### config.mk
export PLATFORM = sky130hd
export DESIGN_NAME = event_div_ctrl
export DESIGN_NICKNAME = d
export VERILOG_FILES = /design/src/rtl/event_div_ctrl.sv
export SDC_FILE = /design/constraint.sdc
export NUM_CORES = 1
export LEC_CHECK = 0
export ABC_AREA = 1
export CAP_MARGIN = 20
export CORE_MARGIN = 1.5
export CORE_UTILIZATION = 58
export DETAILED_ROUTE_END_ITERATION = 10
export PLACE_DENSITY = 0.88
export SYNTH_ARGS = -nofsm -noshare
export SYNTH_HDL_FRONTEND = slang
export SYNTH_SLANG_ARGS = --single-unit
### constraint.sdc
create_clock -name clk -period 6.1 [get_ports clk]
set_input_delay 0.915 -clock clk [delete_from_list [all_inputs] [get_ports clk]]
set_output_delay 0.915 -clock clk [all_outputs]
set_load 0.01 [all_outputs]
### src/rtl/event_div_ctrl.sv
// Run-time event divider: synchronizes an async input, passes every R-th pulse at full width
// during a start/stop-sequenced run. Define EVT_DIV_STATS_EN to add the drop_count output.
module event_div_ctrl #(
    parameter int CW          = 8,
    parameter int LW          = 16,
    parameter int SYNC_STAGES = 2
) (
    input  logic          clk,
    input  logic          rst_n,
    input  logic          in,
    input  logic          cfg_valid,
    input  logic [CW-1:0] cfg_ratio,
    input  logic [LW-1:0] cfg_limit,
    output logic          cfg_ready,
    input  logic          start,
    input  logic          stop,
    output logic          out,
    output logic          busy,
    output logic          done,
`ifdef EVT_DIV_STATS_EN
    output logic [LW-1:0] drop_count,
`endif
    output logic [LW-1:0] evt_count
);

    typedef enum logic [1:0] {
        S_IDLE     = 2'd0,
        S_WAIT_LOW = 2'd1,
        S_COUNT    = 2'd2,
        S_PASS     = 2'd3
    } state_t;

    localparam logic [CW-1:0] CNT_ONE = CW'(1);
    localparam logic [LW-1:0] LIM_ONE = LW'(1);

    state_t                 r_state;
    state_t                 w_state_nxt;
    logic [SYNC_STAGES-1:0] r_sync;
    logic                   r_in_d;
    logic [CW-1:0]          r_ratio;
    logic [LW-1:0]          r_limit;
    logic [CW-1:0]          r_cnt;
    logic [LW-1:0]          r_evt_count;
    logic                   r_stop_pend;
    logic                   r_out;
    logic                   r_done;

    logic                   w_in_s;
    logic                   w_rise;
    logic                   w_fall;
    logic                   w_cfg_ready;
    logic [CW-1:0]          w_ratio_m1;
    logic [LW-1:0]          w_evt_sat;
    logic                   w_run_clr;
    logic                   w_cnt_clr;
    logic                   w_cnt_inc;
    logic                   w_evt_inc;
    logic                   w_done_nxt;

    assign w_in_s      = r_sync[SYNC_STAGES-1];
    assign w_rise      = w_in_s & ~r_in_d;
    assign w_fall      = ~w_in_s & r_in_d;
    assign w_cfg_ready = (r_state == S_IDLE);
    // A programmed ratio of 0 behaves as 1, so the terminal count is 0 in both cases.
    assign w_ratio_m1  = (r_ratio == '0) ? '0 : (r_ratio - CNT_ONE);
    assign w_evt_sat   = (&r_evt_count) ? r_evt_count : (r_evt_count + LIM_ONE);

    always_ff @(posedge clk or negedge rst_n) begin
        if (!rst_n) begin
            r_sync <= '0;
            r_in_d <= 1'b0;
        end else begin
            r_sync <= {r_sync[SYNC_STAGES-2:0], in};
            r_in_d <= w_in_s;
        end
    end

    always_comb begin
        w_state_nxt = r_state;
        w_run_clr   = 1'b0;
        w_cnt_clr   = 1'b0;
        w_cnt_inc   = 1'b0;
        w_evt_inc   = 1'b0;
        w_done_nxt  = 1'b0;
        case (r_state)
            S_IDLE: begin
                if (start && !stop) begin
                    w_run_clr   = 1'b1;
                    w_state_nxt = S_WAIT_LOW;
                end
            end
            S_WAIT_LOW: begin
                if (stop) begin
                    w_state_nxt = S_IDLE;
                end else if (!w_in_s) begin
                    w_state_nxt = S_COUNT;
                end
            end
            S_COUNT: begin
                if (stop) begin
                    w_state_nxt = S_IDLE;
                end else if (w_rise) begin
                    if (r_cnt == w_ratio_m1) begin
                        w_cnt_clr   = 1'b1;
                        w_state_nxt = S_PASS;
                    end else begin
                        w_cnt_inc = 1'b1;
                    end
                end
            end
            S_PASS: begin
                // The pulse is never truncated; stop only takes effect at its falling edge.
                if (w_fall) begin
                    w_evt_inc = 1'b1;
                    if ((r_limit != '0) && (w_evt_sat == r_limit)) begin
                        w_done_nxt  = 1'b1;
                        w_state_nxt = S_IDLE;
                    end else if (r_stop_pend || stop) begin
                        w_state_nxt = S_IDLE;
                    end else begin
                        w_state_nxt = S_COUNT;
                    end
                end
            end
            default: w_state_nxt = S_IDLE;
        endcase
    end

    always_ff @(posedge clk or negedge rst_n) begin
        if (!rst_n) begin
            r_state     <= S_IDLE;
            r_ratio     <= CNT_ONE;
            r_limit     <= '0;
            r_cnt       <= '0;
            r_evt_count <= '0;
            r_stop_pend <= 1'b0;
            r_out       <= 1'b0;
            r_done      <= 1'b0;
        end else begin
            r_state <= w_state_nxt;
            r_done  <= w_done_nxt;
            r_out   <= (w_state_nxt == S_PASS) && w_in_s;
            if (cfg_valid && w_cfg_ready) begin
                r_ratio <= cfg_ratio;
                r_limit <= cfg_limit;
            end
            if (w_run_clr || w_cnt_clr) begin
                r_cnt <= '0;
            end else if (w_cnt_inc) begin
                r_cnt <= r_cnt + CNT_ONE;
            end
            if (w_run_clr) begin
                r_evt_count <= '0;
            end else if (w_evt_inc) begin
                r_evt_count <= w_evt_sat;
            end
            if (w_state_nxt == S_IDLE) begin
                r_stop_pend <= 1'b0;
            end else if ((r_state == S_PASS) && stop) begin
                r_stop_pend <= 1'b1;
            end
        end
    end

`ifdef EVT_DIV_STATS_EN
    logic [LW-1:0] r_drop_count;
    logic          w_drop_inc;

    // Only edges seen while counting are drops; WAIT_LOW edges are ignored entirely.
    assign w_drop_inc = (r_state == S_COUNT) && !stop && w_rise && (r_cnt != w_ratio_m1);

    always_ff @(posedge clk or negedge rst_n) begin
        if (!rst_n) begin
            r_drop_count <= '0;
        end else if (w_run_clr) begin
            r_drop_count <= '0;
        end else if (w_drop_inc && !(&r_drop_count)) begin
            r_drop_count <= r_drop_count + LIM_ONE;
        end
    end

    assign drop_count = r_drop_count;
`endif

    assign cfg_ready = w_cfg_ready;
    assign busy      = (r_state != S_IDLE);
    assign out       = r_out;
    assign done      = r_done;
    assign evt_count = r_evt_count;

endmodule
* Word level (Yosys, flattened, before mapping) *
Cells that the tools add are included.

storage, ports and cells
  register bits after elaboration = 56
  latch bits = 0
  bits in writable memories = 0
  memory bits (read-only) = 0
  input port bits = 30
  output and inout bits = 20
  logic and storage cells = 73
  memories = 0

operators by class
  add/subtract/negate cells = 3
  multiply operators = 0
  divide/modulo/power cells = 0
  order comparisons = 0
  equal/unequal tests = 6
  shift operators = 0
  muxes and demuxes = 33
  bitwise operators = 4
  reductions and logical operators = 17

operators with widths
  cell                                                                 number
  16-bit two-way mux                                                   3
  8-bit two-way mux                                                    3
  2-bit two-way mux                                                    9
  1-bit two-way mux                                                    17
  16-bit by 1-bit adder with 16-bit output (second input constant)     1
  16-bit == test                                                       1
  16-bit AND reduction                                                 1
  16-bit nonzero test                                                  1
  8-bit by 1-bit adder with 8-bit output (second input constant)       1
  8-bit == test                                                        1
  8-bit zero test                                                      1
  2-bit case mux with 4 select lines                                   1
  2-bit nonzero test                                                   4
  8-bit by 1-bit subtractor with 8-bit output (second input constant)  1
  2-bit == test (second input constant)                                3
  1-bit logical AND                                                    5
  2-bit zero test                                                      2
  1-bit AND                                                            2
  2-bit by 1-bit == test with 1-bit output (second input constant)     1
  1-bit logical OR                                                     2
  1-bit inverter                                                       2
  1-bit zero test                                                      1

* Longest topological paths before layout *
  word-level depth = 9
  depth in mapped cells = 18
  gate-level depth less buffers = 17

* Worst setup path before layout *
No wires, ideal clock.

  kind = input -> register
  start point = in stop
  end point = reg r_cnt[6]
  library setup time = 123 ps
  arrival time = 2115 ps
  data required time = 5977 ps
  setup slack = 3862 ps
  cell stages on the path = 7
  buffers on the path = 0
  cells stage by stage = inv_1 -> nand3_1 -> o21ai_0 -> nand4_1 -> nor3_1 -> xor2_1 -> nor2_1

on the way
  word-level cells in the longest chain between the ends = 6
  elaborated cells on any way between the ends = 11
  classes of those cells = 7 x mux; 4 x reduce/logical

RTL lines
  what                                                            line  RTL
  from (decl)                                                     16    input logic stop,
  1-bit zero test                                                 87    if (start && !stop) begin
  1-bit logical AND                                               87
  1-bit two-way mux                                               87
  1-bit two-way mux                                               85    case (r_state)
  1-bit logical OR                                                147   if (w_run_clr || w_cnt_clr) begin
  8-bit two-way mux / 2-bit nonzero test (equally long branches)  -
  to (signal assigned)                                            150   r_cnt <= r_cnt + CNT_ONE;
  to (decl)                                                       42    logic [CW-1:0] r_cnt;

Parallel ways exist; a longest one is shown, timed or not.
A chain may end at the register's enable or synchronous reset.

* Final worst setup path *
Same ends and word-level chain as after synthesis.

==> results.sh <==
export IMPL_min_path_cells=0
export IMPL_numPortBuffers=49
export IMPL_worst_pin_slew_ns=0.775
export IMPL_core_area_sq_mm=0.00554
export IMPL_finalWorstSetupSlack_ns=3.40
export IMPL_cp_slowest_stage_delay_ns=0.41
export IMPL_initial_core_util_pct=60.5
export IMPL_outcome="completed"
export IMPL_fillers=436
export IMPL_die_area_sq_mm=0.00625
export IMPL_synth_top_flop_cell="dfrtp_1"
export IMPL_wl_um=8240
export IMPL_rows=27
export IMPL_cp_slowest_cell="clkdlybuf4s50_1"
export IMPL_drive_gt1_share_pct=7.72
export IMPL_hold_start="r_sync[0]"
export IMPL_grt_pass1_vias=3092
export IMPL_cap_viol_max_count=0
export IMPL_place_area_sq_mm=0.00391
export IMPL_vias=3247
export IMPL_crit_arrival_ns=2.90
export IMPL_synthArstFlopShare_pct=100
export IMPL_cp_max_fo=18
export IMPL_synthDistinctLibCells=32
export IMPL_overflow=0
export IMPL_dieWidth_um=79.1
export IMPL_cts_hold_buf=0
export IMPL_pre_cts_ws_ns=3.11
export IMPL_netlist_top_cells_count="91 x nand2_1, 69 x nor2_1, 57 x inv_1, 55 x dfrtp_1, 53 x nand3_1"
export IMPL_setup_viol=0
export IMPL_dp_hpwl_um=6140
export IMPL_antenna_found_initial=0
export IMPL_period_minus_slack_ns=2.70
export IMPL_nNetsFinal=537
export IMPL_cts_tree="yes"
export IMPL_clock_insertion_delay_worst_skew_ns=0.32
export IMPL_post_route_util_pct=72.3
export IMPL_rr_worst_depth=16
export IMPL_yosysSeqAreaShare_pct=41.8
export IMPL_clkTransAtPathRegs_ns=0.11
export IMPL_hp_class="flip-flop to flip-flop"
export IMPL_peakVddDrop_mv=0.229
export IMPL_clock_fmax_mhz=371
export IMPL_postRouteAntennaNets=0
export IMPL_r2r_end="out"
export IMPL_final_hold_viol_count=0
export IMPL_synth_top_area_share_pct=41.0
export IMPL_power_density_mw_per_mm2=317
export IMPL_endpoint_kind="flip-flop"
export IMPL_area_growth_pct=19.4
export IMPL_diodes=0
export IMPL_cp_cell_sequence="clkdlybuf4s50_1, inv_1, nand3_2, o21ai_0, nand4_1, nor3_1, xor2_1, nor2_1"
export IMPL_numCtsBuffers=5
export IMPL_hold_path_endpoint="r_sync[1]"
export IMPL_cts_root_buf="clkbuf_8"
export IMPL_clockBufferDepth=2
export IMPL_die_height_um=79.1
export IMPL_finalCritPeriodShare_pct=44.2
export IMPL_multi_input_comb_area_sq_mm=0.00169
export IMPL_viasPerCell=5.63
export IMPL_critPathLaunchType="input port"
export IMPL_synth_largest_area_cell="dfrtp_1"
export IMPL_rsz0062_at_grt="no"
export IMPL_skew_ns=0.00584
export IMPL_syn_inst=454
export IMPL_grt_use_total_pct=28.2
export IMPL_setup_tns_final_ns=0
export IMPL_drc=0
export IMPL_synth_seq_cells=56
export IMPL_drtPass1Iterations=7
export IMPL_r2r_start="evt_count[0]"
export IMPL_synth_fp_nets=487
export IMPL_slew_headroom_pct=48.2
export IMPL_drt_iter0_drc=240
export IMPL_final_cells=577
export IMPL_detail_route_wl_per_cell_um=14.3
export IMPL_seq_area_sq_mm=0.00140
export IMPL_final_area_sq_mm=0.00400
export IMPL_syn_cell_area_sq_mm=0.00335
export IMPL_clkSinkCount=56
export IMPL_avgSynthCellArea_sq_um=7.39
export IMPL_r2r_slack_ns=3.62
export IMPL_grt_max_degree=57
export IMPL_synth_edf_count=0
export IMPL_startpoint="stop"
export IMPL_ys_warn_count=0
export IMPL_cts_resized=0
export IMPL_synth_most_common_cell="nand2_1"
export IMPL_p_leak_uw=0.00188
export IMPL_cts_setup_buffers=0
export IMPL_place_congestion=0.884
export IMPL_dp_cells=569
export IMPL_slew_viol_final=0
export IMPL_critical_path_class="input port to flip-flop"
export IMPL_synth_area_leaders="dfrtp_1 41%, nand2_1 10%, nand3_1 7.9%"
export IMPL_cp_required_ns=6.30
export IMPL_h_tree_depth=2
export IMPL_boundaryPins=50
export IMPL_grt_pass1_wl_um=13700
-- cells in the final DEF, fill, tap and decap left out --
cell | Yosys | final
nand2_1 | 91 | 91
nor2_1 | 69 | 69
inv_1 | 57 | 57
dfrtp_1 | 55 | 55
nand3_1 | 53 | 53
clkdlybuf4s50_1 | 0 | 48
o21ai_0 | 21 | 21
a21oi_1 | 20 | 20
xor2_1 | 13 | 13
nand4_1 | 12 | 12
nand2_2 | 8 | 8
nor3_1 | 7 | 7
o22ai_1 | 6 | 6
mux2_2 | 6 | 6
clkbuf_8 | 0 | 5
nand3b_1 | 3 | 3
nor2_4 | 3 | 3
o21bai_1 | 3 | 3
ha_1 | 3 | 3
inv_2 | 2 | 2
nor2_2 | 2 | 2
nand2_4 | 2 | 2
xnor2_1 | 2 | 2
buf_4 | 0 | 2
nand3_2 | 1 | 1
o21ai_2 | 1 | 1
nor4_1 | 1 | 1
o21ai_4 | 1 | 1
xor2_2 | 1 | 1
a31oi_1 | 1 | 1
mux2i_1 | 1 | 1
clkinvlp_4 | 0 | 1
clkinv_4 | 0 | 1
inv_8 | 0 | 1
buf_2 | 0 | 1
dfstp_2 | 1 | 1
-- registers in the layout, summed over array words and instances, names as in the netlist --
register	cells
evt_count	16
r_limit	16
r_cnt	8
r_ratio	8
r_state	2
r_sync	2
done	1
out	1
r_in_d	1
r_stop_pend	1
-- metrics by stage --
stage | hold WS (ns) | power, uW
2_1_floorplan | 0.331 | 885
3_3_place_gp | 0.336 | 1020
3_5_place_dp | 0.340 | 1050
4_1_cts | 0.365 | 1270
5_1_grt | 0.371 | 1360
6_report | 0.361 | 1270
-- worst max-delay path: cells and delay by family --
| family | cells | cell delay, ns |
|---|---|---|
| buf+inv | 2 | 0.55 |
| compound gates | 1 | 0.38 |
| xor+xnor | 1 | 0.18 |
| simple gates | 4 | 0.88 |
-- metal layers --
| metal | vias to the layer above | part of all wire, % | track usage [%] |
|---|---|---|---|
| met4 | 0 | 2.8 | 12.1 |
| met2 | 134 | 48 | 45.6 |
| met1 | 1515 | 42 | 36.2 |
| met5 | - | 0 | 0 |
| li1 | 1569 | - | - |
| met3 | 29 | 6.8 | 6.44 |
-- kinds of logic after synthesis --
| family | after synthesis | synth area share (%) |
|---|---|---|
| AO/OA/AOI/OAI | 53 | 8.84 |
| buffers and inverters | 67 | 7.72 |
| multiplexers | 7 | 2.31 |
| XOR/XNOR | 16 | 4.40 |
| adder cells (fa/ha/maj) | 3 | 1.12 |
| flip-flops | 56 | 41.8 |
| AND/OR/NAND/NOR | 252 | 33.8 |
-- power by group --
part           switching, uW  internal, uW  total, uW
combinational            303           201        505
clock                    134          84.7        219
sequential              78.5           467        545
total                    516           753       1270
-- area by class of cell --
cell class	count	share of cell area (%)
well taps	72	2.25
flip-flops and latches	56	35.0
clock inverters	3	0.687
clock buffers	5	1.72
multi-input cells	331	42.3
repair buffers	51	12.5
inverters	59	5.53
-- worst max path at each step --
stage	to	slack, ns	cells past startpoint
floorplan	r_cnt[6]	3.86	7
global placement	r_cnt[7]	3.18	8
detailed placement	r_cnt[7]	3.11	8
CTS	r_cnt[7]	3.43	8
global route	r_cnt[6]	3.20	8
finish	r_cnt[6]	3.40	8
(Power assumes the default switching activity.)
